===== src/rtl/audio_cen_scheduler.sv =====
// Central clock-enable scheduler for the audio resampling chain: one 15120-cycle
// frame phase drives every rate strobe, plus the CLEAR/SETTLE/RUN start-up sequence.
module audio_cen_scheduler #(
   parameter int CLR_CYCLES    = 16,
   parameter int SETTLE_FRAMES = 4
) (
   input  logic        clk,
   input  logic        reset_n,
   input  logic        enable,
   input  logic        resync,
   output logic        cen240,
   output logic        cen48,
   output logic        cen144,
   output logic        cen1080,
   output logic        cen72,
   output logic        cen504,
   output logic        cen1008,
   output logic        cen252,
   output logic        cen63,
   output logic        cen9,
   output logic        filt_clr,
   output logic        mute,
   output logic [1:0]  state,
   output logic [13:0] phase
);

   typedef enum logic [1:0] {
      ST_CLEAR  = 2'd0,
      ST_SETTLE = 2'd1,
      ST_RUN    = 2'd2
   } state_e;

   localparam int              NUM_DIV     = 10;
   localparam int              DIV_W       = 11;
   localparam int              CEN1008_IDX = 6;
   localparam logic [13:0]     PHASE_LAST  = 14'd15119;
   localparam logic [7:0]      CLR_LAST    = 8'(CLR_CYCLES - 1);
   localparam logic [7:0]      SETTLE_LAST = 8'(SETTLE_FRAMES - 1);

   // Reload values (N-1), bit order matches the strobe vector cen_q.
   localparam logic [DIV_W-1:0] DIV_LAST [NUM_DIV] = '{
      11'd239, 11'd47, 11'd143, 11'd1079, 11'd71,
      11'd503, 11'd1007, 11'd251, 11'd62, 11'd8
   };

   state_e             state_q, state_d;
   logic [13:0]        phase_q, phase_d;
   logic [7:0]         clr_cnt_q, clr_cnt_d;
   logic [7:0]         settle_cnt_q, settle_cnt_d;
   logic [NUM_DIV-1:0] cen_q, cen_d;
   logic [DIV_W-1:0]   div_cnt_q [NUM_DIV];
   logic [DIV_W-1:0]   div_cnt_d [NUM_DIV];
   logic               phase_wrap;

   assign phase_wrap = (phase_q == PHASE_LAST);

   always_comb begin
      state_d      = state_q;
      phase_d      = phase_q;
      clr_cnt_d    = clr_cnt_q;
      settle_cnt_d = settle_cnt_q;
      cen_d        = '0;
      div_cnt_d    = div_cnt_q;

      if (resync) begin
         state_d      = ST_CLEAR;
         phase_d      = '0;
         clr_cnt_d    = '0;
         settle_cnt_d = '0;
         div_cnt_d    = DIV_LAST;
      end else if (enable) begin
         case (state_q)
            ST_CLEAR: begin
               if (clr_cnt_q == CLR_LAST) begin
                  clr_cnt_d = '0;
                  state_d   = (SETTLE_FRAMES == 0) ? ST_RUN : ST_SETTLE;
               end else begin
                  clr_cnt_d = clr_cnt_q + 8'd1;
               end
            end
            ST_SETTLE, ST_RUN: begin
               phase_d = phase_wrap ? 14'd0 : phase_q + 14'd1;
               // A divider at zero means phase mod N == N-1 before this step.
               for (int i = 0; i < NUM_DIV; i++) begin
                  cen_d[i]     = (div_cnt_q[i] == '0);
                  div_cnt_d[i] = (phase_wrap || div_cnt_q[i] == '0) ?
                                 DIV_LAST[i] : div_cnt_q[i] - 11'd1;
               end
               if (state_q == ST_SETTLE && cen_d[CEN1008_IDX]) begin
                  if (settle_cnt_q == SETTLE_LAST) begin
                     state_d      = ST_RUN;
                     settle_cnt_d = '0;
                  end else begin
                     settle_cnt_d = settle_cnt_q + 8'd1;
                  end
               end
            end
            default: state_d = ST_CLEAR;
         endcase
      end
   end

   always_ff @(posedge clk or negedge reset_n) begin
      if (!reset_n) begin
         state_q      <= ST_CLEAR;
         phase_q      <= '0;
         clr_cnt_q    <= '0;
         settle_cnt_q <= '0;
         cen_q        <= '0;
         div_cnt_q    <= DIV_LAST;
      end else begin
         state_q      <= state_d;
         phase_q      <= phase_d;
         clr_cnt_q    <= clr_cnt_d;
         settle_cnt_q <= settle_cnt_d;
         cen_q        <= cen_d;
         div_cnt_q    <= div_cnt_d;
      end
   end

   assign cen240   = cen_q[0];
   assign cen48    = cen_q[1];
   assign cen144   = cen_q[2];
   assign cen1080  = cen_q[3];
   assign cen72    = cen_q[4];
   assign cen504   = cen_q[5];
   assign cen1008  = cen_q[6];
   assign cen252   = cen_q[7];
   assign cen63    = cen_q[8];
   assign cen9     = cen_q[9];
   assign filt_clr = (state_q == ST_CLEAR);
   assign mute     = (state_q != ST_RUN);
   assign state    = state_q;
   assign phase    = phase_q;

endmodule

===== config.mk =====
export PLATFORM = sky130hd
export DESIGN_NAME = audio_cen_scheduler
export DESIGN_NICKNAME = d
export VERILOG_FILES = /design/src/rtl/audio_cen_scheduler.sv
export SDC_FILE = /design/constraint.sdc
export NUM_CORES = 1
export LEC_CHECK = 0
export CORE_MARGIN = 4
export CORE_UTILIZATION = 45
export DETAILED_ROUTE_END_ITERATION = 6
export HOLD_SLACK_MARGIN = 0.02
export PLACE_DENSITY_LB_ADDON = 0.25
export SETUP_SLACK_MARGIN = 0.4
export SYNTH_ARGS = -nofsm -noshare
export SYNTH_HDL_FRONTEND = slang
export SYNTH_SLANG_ARGS = --single-unit
export TNS_END_PERCENT = 50

===== constraint.sdc =====
create_clock -name clk -period 4.1 [get_ports clk]
set_input_delay 0.82 -clock clk [delete_from_list [all_inputs] [get_ports clk]]
set_output_delay 0.82 -clock clk [all_outputs]
set_load 0.005 [all_outputs]

==> results, run 1 <==
- The flow ran to the end, and the final reports show no timing, DRC or antenna violations.
- The via count of the first global-routing pass is 6889.
- The clock skew after layout is 13.9 ps.
- The post-synthesis async set-or-reset flop share is 100%.
- The per-instance average area after synthesis is 9.38 µm².
- Across all register-to-register paths, the minimum setup slack is 1360 ps.
- Static timing analysis puts the maximum clock frequency at 357 MHz.
- Across the VDD grid, the largest voltage drop is 0.279 mV.
- In this run the cell area of the synthesized design comes to 0.00880 mm².
- The sequential fraction of design power is 47.1%.
- The number of nets in the synthesized netlist is 969.
- The combinational cell fraction of total power is 12.9%.
- The count of flip-flops with a built-in enable after synthesis is 0.
- The final-report max-slew violation count is 0.
- The number of failing hold endpoints at the final stage is 0.
- After clock tree synthesis, the clock-pin slew on the worst setup and hold paths is 70 ps.
- The routing usage on met3 is 3.80%.
- The row count is 50.
- The number of antenna violations at the first check in global routing came to 0.
- The static leakage power is 3.92 nW.
- The clock sink count is 152.
- In this run switching power makes up 28.9% of total power.
- Of the cells placed in the final design, the portion with a size suffix greater than 1 is 14.1%.
- The die covers 0.0219 mm².
- The kind of critical path is in -> reg.
- The final global-route overflow total is 0.
- The library cell used most frequently in the layout, excluding fill and tap cells, is dfrtp_1.
- The die is 148 µm wide.
- The library cells used most frequently in the layout, excluding fill and tap cells, are 95 x dfrtp_1, 92 x nor2_1, 57 x dfstp_2, 54 x nand2_1, 50 x nor3_1.
- The worst register-to-register path has a depth of 5.
- The number of warnings printed during yosys synthesis is 0.
- The worst max-slew margin expressed relative to the limit is 45.1%.
- The kind of start point of the critical path is a primary input.
- The data arrival time of the critical path is 3110 ps.
- The post-detailed-route DRC marker count is 0.
- The count of endpoints failing setup in the final report is 0.
- The count of vias placed by the detailed router is 7402.
- The part of the total power dissipated in the clock network is 39.9%.
- The fraction of the cycle the final worst path needs is 68.4%.
- Once detail routing completed, the nets flagged for antenna violations numbered 0.
- The wire length reported by the detailed router is 19.8 mm.
- The area growth from synthesis to final layout is 12.8%.
- The worst setup path is captured at a flop.
- The clock network latency to the later pin of the worst-skew pair is 430 ps.
- The prevailing post-synth register cell is dfrtp_1.
- In the global route stage, met1 resource usage came out at 25.7%.
- The starting density of the core is 46.4%.
- The post-placement cell count is 1179.
- After global routing, the most crowded layer is met2.
- The slew at the pin closest to its max-slew limit is 821 ps.
- The sum of negative setup slack is 0 ps.
- The internal portion of the total power is 2.85 mW.
- The beginning of the critical path is enable.
- The area of the core is 0.0190 mm².
- STA puts the critical path data required time at 4410 ps.
- The clock tree from TritonCTS is built.
- The last weighted congestion value of the routability-driven placer is 0.799.
- 32 I/O pins were placed.
- Power spread over the standard cell area amounts to 404 mW/mm².
- Setup repair after global routing left no endpoint under its margin.
- The number of setup buffers added after CTS is 0.
- The final non-filler cell total is 1211.
- The first global-routing pass estimated 34.4 mm of wire.
- The antenna diode count is 0.
- The first routing iteration left 455 violations.
- The path class of the tightest hold or removal check is in -> async.
- The shortest clock period the worst path allows after layout is 2800 ps.
- In this run, CTS created clock tree buffers numbering 17.
- In this run, distinct cell masters in the synthesized netlist total 79.
- The count of input and output buffers is 31.
- After layout, the design draws a total of 4.01 mW.
- The final hold slack is 391 ps.
- After synthesis the netlist holds a flip-flop and latch count of 152.
- The share of the yosys chip area belonging to registers is 44.0%.
- The source of the worst register-to-register timing path is phase[7].
- The biggest fanout along the worst timing path is 29.
- Buffers inserted to repair hold after CTS numbered 0.
- The number of H-tree levels is 4.
- The pin count of the biggest net entering global routing is 74.
- The iteration count of the initial detailed-routing pass is 5.
- The clock root buffer is clkbuf_16.
- Global routing used 30.7% of the available met2 tracks.
- The post-synthesis instance total is 939.
- In this run the deepest clock path goes through 2 buffers.
- The overall fraction of global-route tracks in use is 18.6%.
- The number of gates resized after CTS was 0.
- The net count of the finished layout is 968.
- The max-capacitance violation count is 0.
- Summed over all nets, the half-perimeter wirelength after detailed placement is 12.5 mm.
- Dividing the detail-routed via count by the number of cells gives 6.11.
- The reported net switching power is 1.16 mW.
- The terminus of the critical flop-to-flop path is div_cnt_q[47].
- The routed wirelength normalized by instance count is 16.3 µm.
- The die height is 148 µm.
logic make-up after synthesis:
| group | share of synthesized area (%) |
|---|---|
| AOI/OAI and AO/OA | 19.6 |
| and+or+nand+nor | 26.4 |
| adders and majority gates | 3.70 |
| DFF | 44.0 |
| buffers and inverters | 5.03 |
| muxes | 0.227 |
| xor gates and xnor gates | 0.995 |
power groups by stage:
stage	combinational, mW	clock, mW	sequential (mW)
after floorplan	0.421	0	1.85
after global placement	0.512	0	1.91
after detailed placement	0.525	0	1.91
after CTS	0.526	1.64	1.89
after global routing	0.599	1.71	1.92
final	0.520	1.60	1.89
cell type report:
cell class,instances,area (µm²)
Clock buffer,18,439
Clock inverter,14,163
Fill cell,1718,9020
Inverter,39,146
Multi-Input combinational cell,684,4520
Sequential cell,152,3870
Tap cell,260,325
Timing Repair Buffer,44,459
metal layers:
metal	part of all wire, %	up-vias
met2	49	107
met1	48	3654
li1	-	3632
met5	0	-
met4	0.40	0
met3	3.0	9
critical path, stage by stage:
cell             delay, ps
clkdlybuf4s50_1        700
a21oi_4                800
buf_4                  400
nor3_1                 100
a221o_1                280
state kept, by name, indices dropped and copies added (netlist names):
| register | count |
|---|---|
| cen_q | 10 |
| clr_cnt_q | 8 |
| state | 2 |
| phase | 14 |
| div_cnt_q | 110 |
| settle_cnt_q | 8 |
cells in the mapped netlist, drive strengths merged, types with 8 or more instances:
cell / n / area (µm²)
a21oi: 33 / 165
a22o: 9 / 78.8
a311oi: 14 / 123
a31oi: 29 / 181
a41oi: 11 / 96.3
and3: 16 / 100
buf: 19 / 106
clkbuf: 45 / 190
dfrtp: 95 / 2380
dfstp: 57 / 1500
ha: 26 / 325
inv: 39 / 146
nand2: 54 / 203
nand3: 35 / 175
nand4: 22 / 144
nor2: 92 / 345
nor2b: 8 / 50.1
nor3: 51 / 260
nor4: 43 / 305
nor4b: 10 / 103
o21a: 9 / 67.6
o21ai: 26 / 130
o311a: 8 / 80.1
o31ai: 12 / 90.1
or3: 18 / 120
or4: 28 / 215
worst max-delay path by stage:
stage                         end  slack, ps  depth (start not counted)
floorplan           div_cnt_q[60]       1950                          7
global placement    div_cnt_q[63]        880                          5
detailed placement  div_cnt_q[63]        850                          5
CTS                 div_cnt_q[63]       1300                          5
global route        div_cnt_q[18]       1100                          6
finish              div_cnt_q[63]       1300                          5
metrics by stage:
step / utilization [%] / setup WS (ps) / area, µm²
6_report: 52.4 / 1300 / 9930
3_5_place_dp: 49.2 / 850 / 9330
4_1_cts: 52.4 / 1300 / 9930
5_1_grt: 52.4 / 1100 / 9930
3_3_place_gp: 49.2 / 879 / 9330
2_1_floorplan: - / 1950 / 8800
Power figures use the tool's default switching activity.
==> run 2: changes to the inputs <==
- clock period: 4.1 -> 2.9 ns (I/O delays scaled with it)
==> run 2 against run 1 <==
  * Utilization up 0.90 points
  * First-iteration DRC count down 1.3%
  * Worst hold slack got worse by 180 ps
  * Register-to-register slack got worse by 730 ps
  * Sequential power is 42% higher
  * Highest routed layer unchanged
  * Combinational power increased by 48%
  * Clock-buffer cell count up 8
  * Via count rose by 1.8%
  * Non-clock buffer count rose by 17
  * Sequential share of layout area down 0.66 points
  * Clock skew is 5.7 ps lower
  * Cell count is 1.4% higher
  * Largest cell class unchanged
==> results, run 2 (synthesized netlist as in run 1, its figures left out) <==
- In this run, post-CTS hold repair placed 0 buffers.
- The starting density of the core is 46.4%.
- The worst register-to-register path has a setup slack of 630 ps.
- The number of CTS-inserted buffers is 17.
- The max-capacitance violation count is 0.
- The clock sink count is 152.
- The starting DRC count in detailed routing is 449.
- The slew at the pin closest to its max-slew limit is 829 ps.
- The final global-route overflow total is 0.
- For this design the ratio of total power to cell area is 565 mW/mm².
- The count of boundary I/O pins is 32.
- Leaving out fill and tap cells, the most frequent cells in the layout are 95 x dfrtp_1, 92 x nor2_1, 57 x dfstp_2, 54 x nand2_1, 47 x nor3_1.
- Entering global routing, the biggest net connects 82 pins.
- The fmax is 420 MHz.
- The number of H-tree levels is 4.
- The die width is 148 µm.
- Clock-pin slew was measured on the worst setup and hold paths at 60 ps.
- The number of buffers added for setup after CTS is 0.
- The iteration count of the initial detailed-routing pass is 5.
- The post-route netlist has 15.6% of its cells at a drive strength greater than 1.
- The leading cell type in the layout, fill and taps excluded is dfrtp_1.
- The shortest clock period the worst path allows after layout is 2380 ps.
- The via count of the first global-routing pass was 7392.
- The worst max-slew margin expressed relative to the limit is 44.6%.
- The final-report max-slew violation count is 0.
- TritonCTS built the clock tree.
- The wire length reported by the detailed router is 20.5 mm.
- The number of failing hold endpoints at the final stage is 0.
- The root buffer cell chosen for the clock tree is clkbuf_16.
- Setup violations remaining at the end of the flow were counted as 0.
- The floorplan has 50 rows.
- Once detailed placement completed, the half-perimeter wirelength came to 13.4 mm.
- The clock skew after layout is 8.21 ps.
- The buffer depth of the longest clock path is 2.
- Setup repair after global routing could not meet its margin everywhere.
- The critical path starts at state[0].
- The setup path with the least slack is of type reg -> out.
- The worst setup path is captured at a primary output.
- The largest voltage drop on the vdd net is 0.425 mV.
- The run finished with clean final reports.
- The static leakage power is 4.03 nW.
- The count of input and output buffers is 31.
- The total number of nets in the final design is 985.
- The area growth from synthesis to final layout is 14.8%.
- The worst register-to-register path ends at settle_cnt_q[7].
- STA puts the critical path data required time at 2320 ps.
- The number of cells on the worst reg-to-reg path is 6.
- The final route contains 7532 vias.
- For this run, the total global-route usage over all layers was measured as 19.3%.
- Summing all placed instances gives a cell area of 0.00948 mm².
- Dividing the final minimum period by the clock period gives 82.1%.
- The wire length of the first global-routing pass is 35.8 mm.
- After detailed routing, the number of remaining DRC violations is 0.
- The kind of start point of the critical path is a flop.
- After routing the design area is 0.0101 mm².
- The detail route stage leaves a number of antenna-violating nets equal to 0.
- Once the clock tree was built, the resizer swapped 0 gates to a different size.
- The source of the worst register-to-register timing path is state[0].
- After detailed routing, the average wire length per cell comes to 16.7 µm.
- The biggest fanout along the worst timing path is 7.
- The number of antenna violations at the first check in global routing came to 0.
- In this run the vertical extent of the chip is 148 µm.
- The antenna diode count is 0.
- The completed layout was analyzed and its total power is 5.71 mW.
- The number of flip-flops under the largest register name is 110.
- The register with the most flip-flops is div_cnt_q.
- The vias per cell is 6.13.
- The area of the core is 0.0190 mm².
- For the worst-skew pair, the clock arrives at the later sink with an insertion delay of 420 ps.
- The data arrival time of the critical path is 1800 ps.
- The min-delay analysis places its worst path in the category in -> async.
- The area of the die is 0.0219 mm².
- The congestion estimate from routability-driven global placement came to 0.830.
- For the final routed database, the setup TNS stands at 0 ps.
## run 2: critical path, stage by stage (launching register included)
cell and delay (ps):
dfrtp_1 400, inv_1 120, ha_1 300, clkdlybuf4s50_1 560
## run 2: area by class of cell
type / instances / area [µm²]
fill: 1719 / 8850
multi-input combinational: 684 / 4540
sequential: 152 / 3870
timing repair buffer: 61 / 612
clock buffer: 26 / 519
tap: 260 / 325
inverter: 39 / 146
clock inverter: 6 / 86.3
## run 2: worst max path at each step
stage	cells after the start	slack, ps	end
floorplan	9	840	div_cnt_q[60]
global placement	5	240	div_cnt_q[26]
detailed placement	4	240	div_cnt_q[104]
CTS	3	480	filt_clr
global route	7	380	div_cnt_q[19]
finish	3	520	filt_clr
## run 2: through the flow
step | hold slack (ps) | worst slack [ps] | std cells | utilization, %
after floorplan | 284 | 843 | 939 | -
after global placement | 470 | 238 | 1196 | 50.0
after detailed placement | 478 | 244 | 1196 | 50.0
after CTS | 237 | 484 | 1228 | 53.2
after global routing | 260 | 375 | 1228 | 53.3
final | 213 | 520 | 1228 | 53.3
## run 2: metal layers
layer | part of all wire, % | vias to the layer above | GRT usage, %
met2 | 48 | 147 | 31.8
li1 | - | 3664 | -
met4 | 0.88 | 0 | 4.90
met3 | 4.0 | 16 | 4.08
met1 | 47 | 3705 | 26.2
met5 | 0 | - | 0
## run 2: where the power goes
part           switching, mW  internal [mW]
Combinational          0.440          0.327
Sequential             0.266           2.41
Clock                  0.862           1.41
==> run 3: changes to the inputs <==
- clock period: 2.9 -> 2.06 ns (I/O delays scaled with it)
==> run 3 against run 2 <==
  * Via count is 11% higher
  * Non-clock buffer count is 140 higher
  * Register-to-register slack worse by 510 ps
  * Critical endpoint is now div_cnt_q[64]
  * Design area is 22% higher
  * First-iteration DRC count is 20% higher
==> results, run 3 (synthesized netlist as in run 1, its figures left out) <==
- The total number of nets in the final design is 1127.
- Counting every sink on the clock net gives 152.
- The placed standard-cell area is 0.0103 mm².
- The wire length reported by the detailed router is 25.0 mm.
- The number of clock buffers added by TritonCTS is 17.
- The row count is 50.
- The wire length the detailed router placed on met1 is 11.4 mm.
- CTS built an H-tree with a depth of 4.
- The length of routed met3 wiring is 836 µm.
- From left edge to right edge, the die measures 148 µm.
- Setup violations remaining at the end of the flow were counted as 0.
- The wire length of the first global-routing pass is 40.7 mm.
- The count of vias placed by the detailed router is 8333.
- Setup repair after global routing could not meet its margin everywhere.
- Among all stages on the critical path, the largest delay is contributed by or4b_1.
- The clock skew after layout is 10.2 ps.
- Counting both buffers and inverters, the worst setup path holds a total of 1.
- The shortest clock period the worst path allows after layout is 1940 ps.
- In the routed layout, each cell is associated on average with a via count of 6.08.
- The area growth from synthesis to final layout is 40.2%.
- After routing the design area is 0.0123 mm².
- The HPWL reported at the end of detailed placement is 15.0 mm.
- The tightest hold path in the finished design has a slack of 478 ps.
- The area of the core is 0.0190 mm².
- For this run the aggregate overflow at the end of global routing stands at 0.
- After the first detailed-routing iteration, the DRC count stood at 538.
- The fmax is 517 MHz.
- The uppermost metal layer occupied by signal nets is met4.
- The antenna diode count is 0.
- The number of antenna violations at the first check in global routing is 0.
- The floorplan step set the die height to 148 µm.
- The analysis attributes to cell leakage a power of 4.99 nW.
- The library cell used most frequently in the layout, excluding fill and tap cells, is buf_4.
- Data arrives at the worst endpoint at 2290 ps.
- The overall fraction of global-route tracks in use is 22.6%.
- Prior to clock tree synthesis, the placed netlist has a worst setup slack of -173 ps.
- The max-capacitance violation count is 0.
- The signal on the critical path passes through ha_2, and3_4, a41o_4, buf_12, or4b_1, a31oi_1.
- The overall power is 8.80 mW.
- The slew at the pin closest to its max-slew limit is 500 ps.
- The run finished with clean final reports.
- Detailed routing placed a total of 12.3 mm of wire on met2.
- In the final layout, the multi-input gates occupy 0.00543 mm².
- The biggest fanout along the worst timing path is 8.
- Headroom to the max-slew limit came out at 66.7%.
- The clock tree from TritonCTS is built.
- The buffer depth of the longest clock path is 2.
- The class of the most critical hold timing path is reg -> reg.
- The sequential cells in the finished layout cover a total of 0.00388 mm².
- The clock root buffer is clkbuf_16.
- The count of boundary I/O pins is 32.
- After clock tree synthesis, the clock-pin slew on the worst setup and hold paths is 70 ps.
- Port buffering added 31 buffers.
- The starting density of the core is 46.4%.
- Of the cells placed in the final design, the portion with a size suffix greater than 1 is 39.2%.
- Counting flops per register, the top entry is div_cnt_q.
- The kind of critical path is reg -> reg.
- The category of cells accounting for the largest share of critical-path delay is simple AND/OR/NAND/NOR gates.
- The register with the most flip-flops in the layout has 110 of them.
- After filler insertion, the fill cell instance count of the layout stands at 1445.
- In the layout the commonest cells are 123 x buf_4, 92 x dfrtp_1, 90 x nor2_1, 57 x dfstp_2, 54 x nand2_1.
- In the final timing run, aggregate negative setup slack is 0 ps.
- The kind of start point of the critical path is a flop.
- The fraction of the cycle the final worst path needs is 94.0%.
- The worst path required time is 2420 ps.
- The final-report max-slew violation count is 0.
- The iteration count of the initial detailed-routing pass is 5.
- The post-detailed-route DRC marker count is 0.
- The routed wirelength normalized by instance count is 18.2 µm.
- The delay contributed by the slowest stage of the critical path is 470 ps.
- The later pin in the worst-skew pair is clocked with a latency of 430 ps.
- The power density over cell area is 713 mW/mm².
- The via count of the first global-routing pass was 8106.
- The die covers 0.0219 mm².
- The kind of end point of the critical path is a flop.
- The number of failing hold endpoints at the final stage is 0.
- The final setup slack of the worst path is 124 ps.
- In this run the remaining antenna-violating nets after routing total 0.
- Routability-driven placement finished with a final weighted congestion of 0.852.
- Entering global routing, the biggest net connects 52 pins.
- The worst-case IR drop observed on VDD is 0.602 mV.
[run 3: worst paths after layout]
kind / cells past startpoint / from / slack (ps) / to
max: 6 / phase[0] / 120 / div_cnt_q[64]
min: 1 / div_cnt_q[97] / 480 / div_cnt_q[97]
max reg2reg: 6 / phase[0] / 120 / div_cnt_q[64]
min reg2reg: 1 / div_cnt_q[97] / 480 / div_cnt_q[97]
max in group asynchronous: 3 / reset_n / 860 / div_cnt_q[14]
min in group asynchronous: 2 / reset_n / 500 / div_cnt_q[17]
[run 3: stage by stage]
stage / instances / utilization (%)
final: 1370 / 65.1
after global routing: 1370 / 65.1
after CTS: 1354 / 62.2
after detailed placement: 1271 / 54.4
after global placement: 1271 / 54.4
after floorplan: 939 / -
[run 3: area by class of cell]
class | count | share of cell area [%]
flip-flops and latches | 152 | 31.4
repair buffers | 201 | 15.7
inverters | 39 | 1.21
clock inverters | 15 | 1.54
clock buffers | 17 | 3.45
multi-input cells | 686 | 44.0
well taps | 260 | 2.64
[run 3: layer usage]
layer	global-route usage, %	vias up
met5	0	-
met1	30.3	4145
met2	37.9	190
li1	-	3956
met3	3.74	42
met4	6.88	0
[run 3: power by group]
group,internal [mW],total [mW],switching [mW]
registers,3.40,3.83,0.429
logic,0.823,1.66,0.835
clock network,1.94,3.32,1.38
total,6.16,8.80,2.64
[run 3: worst register-to-register path, cell delays in order (launching register included)]
cell and delay (ps):
dfrtp_1 380, ha_2 200, and3_4 170, a41o_4 290
buf_12 160, or4b_1 470, a31oi_1 190
[run 3: what timing repair did]
item | 4_1_cts | 5_1_grt
hold buffers | 1 | 0
buffers inserted | 46 | 14
resized for setup | 119 | 81
hold endpoints to repair | 24 | 0
gates cloned | 4 | 2
setup endpoints to repair | 162 | 167
pin swaps | 38 | 28
